**config.mk**
```make
export PLATFORM = sky130hd
export DESIGN_NAME = pipeline_hazard_ctrl
export DESIGN_NICKNAME = d
export VERILOG_FILES = /design/src/rtl/rv_pipe_pkg.sv /design/src/rtl/mem_wait_fsm.sv /design/src/rtl/pipeline_hazard_ctrl.sv
export SDC_FILE = /design/constraint.sdc
export NUM_CORES = 1
export LEC_CHECK = 0
export CAP_MARGIN = 15
export CORE_MARGIN = 4
export CORE_UTILIZATION = 40
export CTS_CLUSTER_DIAMETER = 40
export DETAILED_ROUTE_END_ITERATION = 16
export MAX_ROUTING_LAYER = met4
export PLACE_DENSITY_LB_ADDON = 0.12
export SETUP_SLACK_MARGIN = 0.5
export SYNTH_ARGS = -nofsm -noshare
export SYNTH_HDL_FRONTEND = slang
export SYNTH_HIERARCHICAL = 1
export SYNTH_SLANG_ARGS = --single-unit
```
**constraint.sdc**
```tcl
create_clock -name clk -period 5.3 [get_ports clk]
set_clock_uncertainty 0.05 [all_clocks]
set_input_delay 0.53 -clock clk [delete_from_list [all_inputs] [get_ports clk]]
set_output_delay 0.53 -clock clk [all_outputs]
set_load 0.01 [all_outputs]
```
**src/rtl/rv_pipe_pkg.sv**
```systemverilog
// Shared encodings for the RV32I pipeline control slice.
// No logic of its own: forwarding codes, result-select load code, wait-FSM states.
// The forwarding helper is pure combinational and has no backpressure.
package rv_pipe_pkg;

    localparam logic [1:0] FWD_RF       = 2'b00;
    localparam logic [1:0] FWD_WB       = 2'b01;
    localparam logic [1:0] FWD_MEM      = 2'b10;
    localparam logic [1:0] RES_SRC_LOAD = 2'b01;

    typedef enum logic [0:0] {
        RUN      = 1'b0,
        MEM_WAIT = 1'b1
    } wait_state_t;

    // Forward select for one EX source register; the younger MEM result wins over WB.
    function automatic logic [1:0] fwd_sel(
        input logic       regwrite_m,
        input logic [4:0] rd_m,
        input logic       regwrite_w,
        input logic [4:0] rd_w,
        input logic [4:0] rs
    );
        logic [1:0] sel;
        sel = FWD_RF;
        if (regwrite_m && (rd_m != 5'd0) && (rd_m == rs)) begin
            sel = FWD_MEM;
        end else if (regwrite_w && (rd_w != 5'd0) && (rd_w == rs)) begin
            sel = FWD_WB;
        end
        return sel;
    endfunction

endpackage

```
**src/rtl/mem_wait_fsm.sv**
```systemverilog
// Tracks a MEM-stage slow-bus access: raises mem_wait until ack or timeout.
// mem_wait/mem_timeout are same-cycle combinational; error pulse is registered (+1 cycle).
// An ack arriving with the request costs no cycles; a timeout retires the access anyway.
module mem_wait_fsm
    import rv_pipe_pkg::*;
#(
    parameter int TIMEOUT_CYCLES = 255,
    parameter int TO_W           = 8
) (
    input  logic clk,
    input  logic rst,
    input  logic mem_req,
    input  logic mem_ack,
    input  logic err_clr,
    output logic mem_wait,
    output logic mem_timeout,
    output logic bus_err_pulse,
    output logic bus_err_sticky
);

    localparam logic [TO_W-1:0] TO_LIM = TO_W'(TIMEOUT_CYCLES);

    wait_state_t     state_q, state_d;
    logic [TO_W-1:0] wait_cnt_q, wait_cnt_d;

    // Next-state, wait counter and same-cycle wait/timeout decode.
    always_comb begin
        state_d     = state_q;
        wait_cnt_d  = wait_cnt_q;
        mem_wait    = 1'b0;
        mem_timeout = 1'b0;
        case (state_q)
            RUN: begin
                if (mem_req && !mem_ack) begin
                    mem_wait   = 1'b1;
                    state_d    = MEM_WAIT;
                    wait_cnt_d = TO_W'(1);
                end
            end
            MEM_WAIT: begin
                if (mem_ack) begin
                    state_d    = RUN;
                    wait_cnt_d = '0;
                end else if (wait_cnt_q < TO_LIM) begin
                    mem_wait   = 1'b1;
                    wait_cnt_d = wait_cnt_q + TO_W'(1);
                end else begin
                    mem_timeout = 1'b1;
                    state_d     = RUN;
                    wait_cnt_d  = '0;
                end
            end
            default: begin
                state_d    = RUN;
                wait_cnt_d = '0;
            end
        endcase
    end

    // State, counter and error flags; a timeout in the same cycle as err_clr keeps the flag set.
    always_ff @(posedge clk or posedge rst) begin
        if (rst) begin
            state_q        <= RUN;
            wait_cnt_q     <= '0;
            bus_err_pulse  <= 1'b0;
            bus_err_sticky <= 1'b0;
        end else begin
            state_q       <= state_d;
            wait_cnt_q    <= wait_cnt_d;
            bus_err_pulse <= mem_timeout;
            if (mem_timeout) begin
                bus_err_sticky <= 1'b1;
            end else if (err_clr) begin
                bus_err_sticky <= 1'b0;
            end
        end
    end

endmodule

```
**src/rtl/pipeline_hazard_ctrl.sv**
```systemverilog
// Stall/flush/forward sequencer for the 5-stage RV32I pipe, plus slow-bus freeze.
// Stall/flush/forward are same-cycle combinational; stall counter updates at the clock edge.
// A pending MEM bus access freezes every stage and bubbles WB until ack or timeout.
module pipeline_hazard_ctrl
    import rv_pipe_pkg::*;
#(
    parameter int TIMEOUT_CYCLES = 255,
    parameter int TO_W           = 8,
    parameter int CNT_W          = 32
) (
    input  logic             clk,
    input  logic             rst,
    input  logic [4:0]       rs1_d,
    input  logic [4:0]       rs2_d,
    input  logic [4:0]       rs1_e,
    input  logic [4:0]       rs2_e,
    input  logic [4:0]       rd_e,
    input  logic [1:0]       result_src_e,
    input  logic             pc_src_e,
    input  logic [4:0]       rd_m,
    input  logic [4:0]       rd_w,
    input  logic             regwrite_m,
    input  logic             regwrite_w,
    input  logic             mem_req_m,
    input  logic             mem_ack,
    input  logic             err_clr,
    output logic             stall_f,
    output logic             stall_d,
    output logic             stall_e,
    output logic             stall_m,
    output logic             flush_d,
    output logic             flush_e,
    output logic             flush_w,
    output logic [1:0]       fwd_a_e,
    output logic [1:0]       fwd_b_e,
    output logic             bus_err_pulse,
    output logic             bus_err_sticky,
    output logic [CNT_W-1:0] stall_cycles
);

    logic mem_wait;
    logic mem_timeout;
    logic load_use;

    mem_wait_fsm #(
        .TIMEOUT_CYCLES (TIMEOUT_CYCLES),
        .TO_W           (TO_W)
    ) u_mem_wait_fsm (
        .clk            (clk),
        .rst            (rst),
        .mem_req        (mem_req_m),
        .mem_ack        (mem_ack),
        .err_clr        (err_clr),
        .mem_wait       (mem_wait),
        .mem_timeout    (mem_timeout),
        .bus_err_pulse  (bus_err_pulse),
        .bus_err_sticky (bus_err_sticky)
    );

    assign load_use = (result_src_e == RES_SRC_LOAD) && (rd_e != 5'd0) &&
                      ((rd_e == rs1_d) || (rd_e == rs2_d));

    // Stage control: reset bubbles everything, bus wait freezes all, else load-use/branch.
    always_comb begin
        stall_f = 1'b0;
        stall_d = 1'b0;
        stall_e = 1'b0;
        stall_m = 1'b0;
        flush_d = 1'b0;
        flush_e = 1'b0;
        flush_w = 1'b0;
        if (rst) begin
            flush_d = 1'b1;
            flush_e = 1'b1;
            flush_w = 1'b1;
        end else if (mem_wait) begin
            stall_f = 1'b1;
            stall_d = 1'b1;
            stall_e = 1'b1;
            stall_m = 1'b1;
            flush_w = 1'b1;
        end else begin
            if (load_use) begin
                stall_f = 1'b1;
                stall_d = 1'b1;
                flush_e = 1'b1;
            end
            // A taken branch squashes the dependent instruction, so it overrides load-use.
            if (pc_src_e) begin
                stall_f = 1'b0;
                stall_d = 1'b0;
                flush_d = 1'b1;
                flush_e = 1'b1;
            end
        end
    end

    // EX operand forwarding, independent of the bus-wait state.
    always_comb begin
        fwd_a_e = FWD_RF;
        fwd_b_e = FWD_RF;
        if (!rst) begin
            fwd_a_e = fwd_sel(regwrite_m, rd_m, regwrite_w, rd_w, rs1_e);
            fwd_b_e = fwd_sel(regwrite_m, rd_m, regwrite_w, rd_w, rs2_e);
        end
    end

    // Saturating count of cycles where fetch is held.
    always_ff @(posedge clk or posedge rst) begin
        if (rst) begin
            stall_cycles <= '0;
        end else if (stall_f && (stall_cycles != {CNT_W{1'b1}})) begin
            stall_cycles <= stall_cycles + CNT_W'(1);
        end
    end

endmodule
```
==> metrics.md <==
| Metric | Value |
|---|---|
| Net count, final | `397` |
| Worst slew pin tran | `0.7448 ns` |
| Overall track demand over capacity in global routing | `17.05%` |
| Global placer's final weighted congestion | `0.8206` |
| Count of distinct cell types in the synthesized netlist | `48` |
| Vertical die dimension | `89.11 um` |
| Peak supply drop | `144.8 uV` |
| Via count | `2231` |
| Wire length of the first global-routing pass | `10.34 mm` |
| Simple-gate area share of the yosys netlist | `25.77%` |
| Largest net degree at the start of global routing | `36` |
| # rows | `29` |
| Top area cells in the synthesized netlist | `sky130_fd_sc_hd__dfrtp_1 (41%), sky130_fd_sc_hd__xnor2_1 (13%), sky130_fd_sc_hd__xor2_1 (7.0%), sky130_fd_sc_hd__nand4_1 (3.8%), sky130_fd_sc_hd__and3_1 (2.9%)` |
| Static Leakage | `1.476 nW` |
| Crit Path Max Fanout | `8` |
| Max stage delay on crit path | `0.52 ns` |
| TritonCTS clock tree | `built` |
| Root cell of the clock tree | `sky130_fd_sc_hd__clkbuf_8` |
| Post-synthesis area per instance | `10.08 um^2` |
| Non-Filler Cell Area, Final | `3671 um^2` |
| Final critical delay including setup and external delays | `3.644 ns` |
| Buf/Inv on CP | `3` |
| Number of design-rule violations left by the first detailed-router iteration | `82` |
| Effective utilization at floorplan | `41.20%` |
| Flip-flop and latch count after synthesis | `43` |
| Reg-to-reg startpoint | `u_mem_wait_fsm/wait_cnt_q[0]` |
| Finished Core Util | `57.48%` |
| Layout cell share with drive strength beyond 1 | `7.407%` |
| Seq/Total Area, Yosys | `40.89%` |
| Number of buffers on the longest clock path | `2` |
| Min-Delay Endpoint | `stall_cycles[17]` |
| Number of global-route vias before repair | `2231` |
| Final setup fails | `0` |
| Most prevalent standard cell on the critical path | `sky130_fd_sc_hd__clkdlybuf4s50_1` |
| Via density | `5.213` |
| R2r endpoint | `stall_cycles[1]` |
| Area share of fa/ha/maj cells after synthesis | `0.9510%` |
| CTS H-tree depth | `2` |
| Count of flip-flops with a built-in enable after synthesis | `0` |
| Post-synth top area cell | `sky130_fd_sc_hd__dfrtp_1` |
| Final Power | `0.0007681 W` |
| Depth of the worst register-to-register path | `10` |
| Number of max-capacitance violations reported | `0` |
| Achievable frequency | `274.4 MHz` |
| Placed standard-cell area | `3567 um^2` |
| Final number of max-transition violations | `0` |
| Leading post-synthesis cells by instance count | `sky130_fd_sc_hd__dfrtp_1 (43), sky130_fd_sc_hd__xnor2_1 (39), sky130_fd_sc_hd__xor2_1 (21)` |
| Horizontal die dimension | `89.11 um` |
| Most frequently used cell type in the post-synthesis netlist | `sky130_fd_sc_hd__dfrtp_1` |
| Syn Std Cell Area | `2631 um^2` |
| Ratio of final minimum period to clock period | `68.76%` |
| Number of design rule violations left after detail routing | `0` |
| Most frequently used flop master after synthesis | `sky130_fd_sc_hd__dfrtp_1` |
| Port bufs | `89` |
| Setup crit end kind | `primary output` |
| Placeable core area | `6386 um^2` |
| Worst-skew pair later-pin latency | `0.29 ns` |
| Count of pins on the block boundary | `90` |
| Overflow after GRT | `0` |
| Gate family responsible for the most delay along the worst path | `buffers and inverters` |
| Final HPWL DP | `4.930 mm` |
| Count of hold buffers inserted by post-cts repair | `0` |
| Number of instances on the worst hold path | `1` |
| Setup Fix Bufs, Post-CTS | `0` |
| Post-cts resize count | `0` |
| Critical hold path startpoint | `stall_cycles[17]` |
| Setup CP Type | `in -> out` |
| Worst hold-check path type | `reg -> reg` |
| Die Footprint | `7940 um^2` |
| Area fraction of the dominant cell type after synthesis | `40.89%` |
| Number of warnings reported in the yosys synthesis log | `6` |
| Power density of the placed cells | `209.2 nW/um^2` |
| TritonCTS buffer count | `5` |
| Number of nets in the synthesized netlist | `308` |
| Mean routed wirelength per cell | `14.55 um` |
| Post-synthesis mux area share | `0.4280%` |
| Final sum of negative setup slack | `0 ns` |
| Largest family of logic cells by synthesized area | `simple AND/OR/NAND/NOR gates` |
| Startpoint class of the critical path | `input pin` |
| Share of flip-flops with an asynchronous set or reset | `100.0%` |
| Crit path launch | `mem_ack` |
| Required time at the endpoint of the critical path | `4.72 ns` |
| Fraction of the mapped netlist area in compound gates | `7.893%` |
| CP Cell Sequence | `clkdlybuf4s50_1 > nand2b_1 > a31o_4 > o21ai_0 > nand2_1 > inv_1 > a221oi_1 > nor2_1 > clkdlybuf4s50_1` |
| Data arrival time of the critical path | `3.06 ns` |
| Worst R2R Setup Slack | `2.07 ns` |
| CP max-delay cell | `sky130_fd_sc_hd__clkdlybuf4s50_1` |
| Xor and xnor fraction of the mapped netlist area | `19.97%` |
| Worst-case headroom to the max-slew limit | `50.19%` |
| Layout area overhead | `39.51%` |
| Number of inserted diodes | `0` |
| Synthesized instance count | `261` |
| Final wirelength | `6.226 mm` |
| Count of nets left with antenna violations after detail routing | `0` |
| Final-report hold violation count | `0` |
| Outcome | `completed` |
| Detailed-router iteration count before antenna repair | `4` |
| Setup repair after global routing missed its margin | `no` |
| Antenna violations before repair | `0` |
| Clock transition at the registers of the reported paths | `0.08 ns` |
| TritonCTS Sinks | `43` |
cell families (layout without fill, tap and decap cells):
group           after synthesis  after routing
compound gates               30             30
xor+xnor                     60             60
fa+ha+maj                     2              2
buf+inv                      18            108
flops                        43             43
mux                           1              1
simple gates                107            107
metrics by stage:
stage	hold WS (ns)	std cells	setup WS, ns
floorplan	0.3324	261	2.674
global placement	0.4193	420	1.691
detailed placement	0.4325	420	1.652
CTS	0.4468	428	1.623
global route	0.4719	428	1.379
finish	0.4423	428	1.656
layout make-up:
| class | count | area [um^2] |
|---|---|---|
| fill | 601 | 2715 |
| multi-input combinational | 200 | 1455 |
| sequential | 43 | 1076 |
| timing repair buffer | 91 | 905.9 |
| clock buffer | 7 | 96.34 |
| tap | 77 | 96.34 |
| inverter | 9 | 33.78 |
| clock inverter | 1 | 7.507 |
metal layers:
metal,vias up,GRT usage (%),part of all wire [%]
met3,6,6.083,8.3
met2,66,25.39,44
met5,-,-,0
met1,1050,22.08,46
met4,0,4.465,1.2
li1,1109,-,-
how the worst max path moves through the flow:
stage	end	slack, ns	cells after the start
4_1_cts	stall_f	1.62	9
2_1_floorplan	stall_f	2.67	10
6_report	stall_d	1.66	9
3_5_place_dp	stall_cycles[1]	1.65	10
3_3_place_gp	fwd_a_e[0]	1.69	6
5_1_grt	stall_d	1.38	9
state kept, by name, indices dropped and copies added (netlist names):
| signal | cells |
|---|---|
| u_mem_wait_fsm/bus_err_pulse | 1 |
| stall_cycles | 32 |
| u_mem_wait_fsm/bus_err_sticky | 1 |
| u_mem_wait_fsm/wait_cnt_q | 8 |
| u_mem_wait_fsm/state_q | 1 |
power breakdown:
| part | leakage [nW] | internal [W] | switching [W] | total [W] |
|---|---|---|---|---|
| Combinational | 0.833 | 0.0000908 | 0.0000868 | 0.000178 |
| Sequential | 0.592 | 0.000344 | 0.0000192 | 0.000363 |
| Clock | 0.0505 | 0.000119 | 0.000109 | 0.000228 |
| Total | 1.48 | 0.000553 | 0.000215 | 0.000768 |
placed cells by master, fill, tap and decap left out, types with 3 or more instances in the layout:
cell type / instances
sky130_fd_sc_hd__clkdlybuf4s50_1: 89
sky130_fd_sc_hd__dfrtp_1: 43
sky130_fd_sc_hd__xnor2_1: 39
sky130_fd_sc_hd__xor2_1: 21
sky130_fd_sc_hd__nand4_1: 16
sky130_fd_sc_hd__nand2_1: 13
sky130_fd_sc_hd__and3_1: 12
sky130_fd_sc_hd__nand3_1: 12
sky130_fd_sc_hd__nor2_1: 9
sky130_fd_sc_hd__o21ai_1: 9
sky130_fd_sc_hd__inv_1: 8
sky130_fd_sc_hd__nor3_1: 7
sky130_fd_sc_hd__clkbuf_8: 7
sky130_fd_sc_hd__nand3_2: 6
sky130_fd_sc_hd__and2_1: 5
sky130_fd_sc_hd__or4_1: 5
sky130_fd_sc_hd__nor2b_1: 4
sky130_fd_sc_hd__o21ai_0: 4
sky130_fd_sc_hd__nor4_1: 4
sky130_fd_sc_hd__and4_1: 3
sky130_fd_sc_hd__a21oi_1: 3
Power figures use the tool's default switching activity.
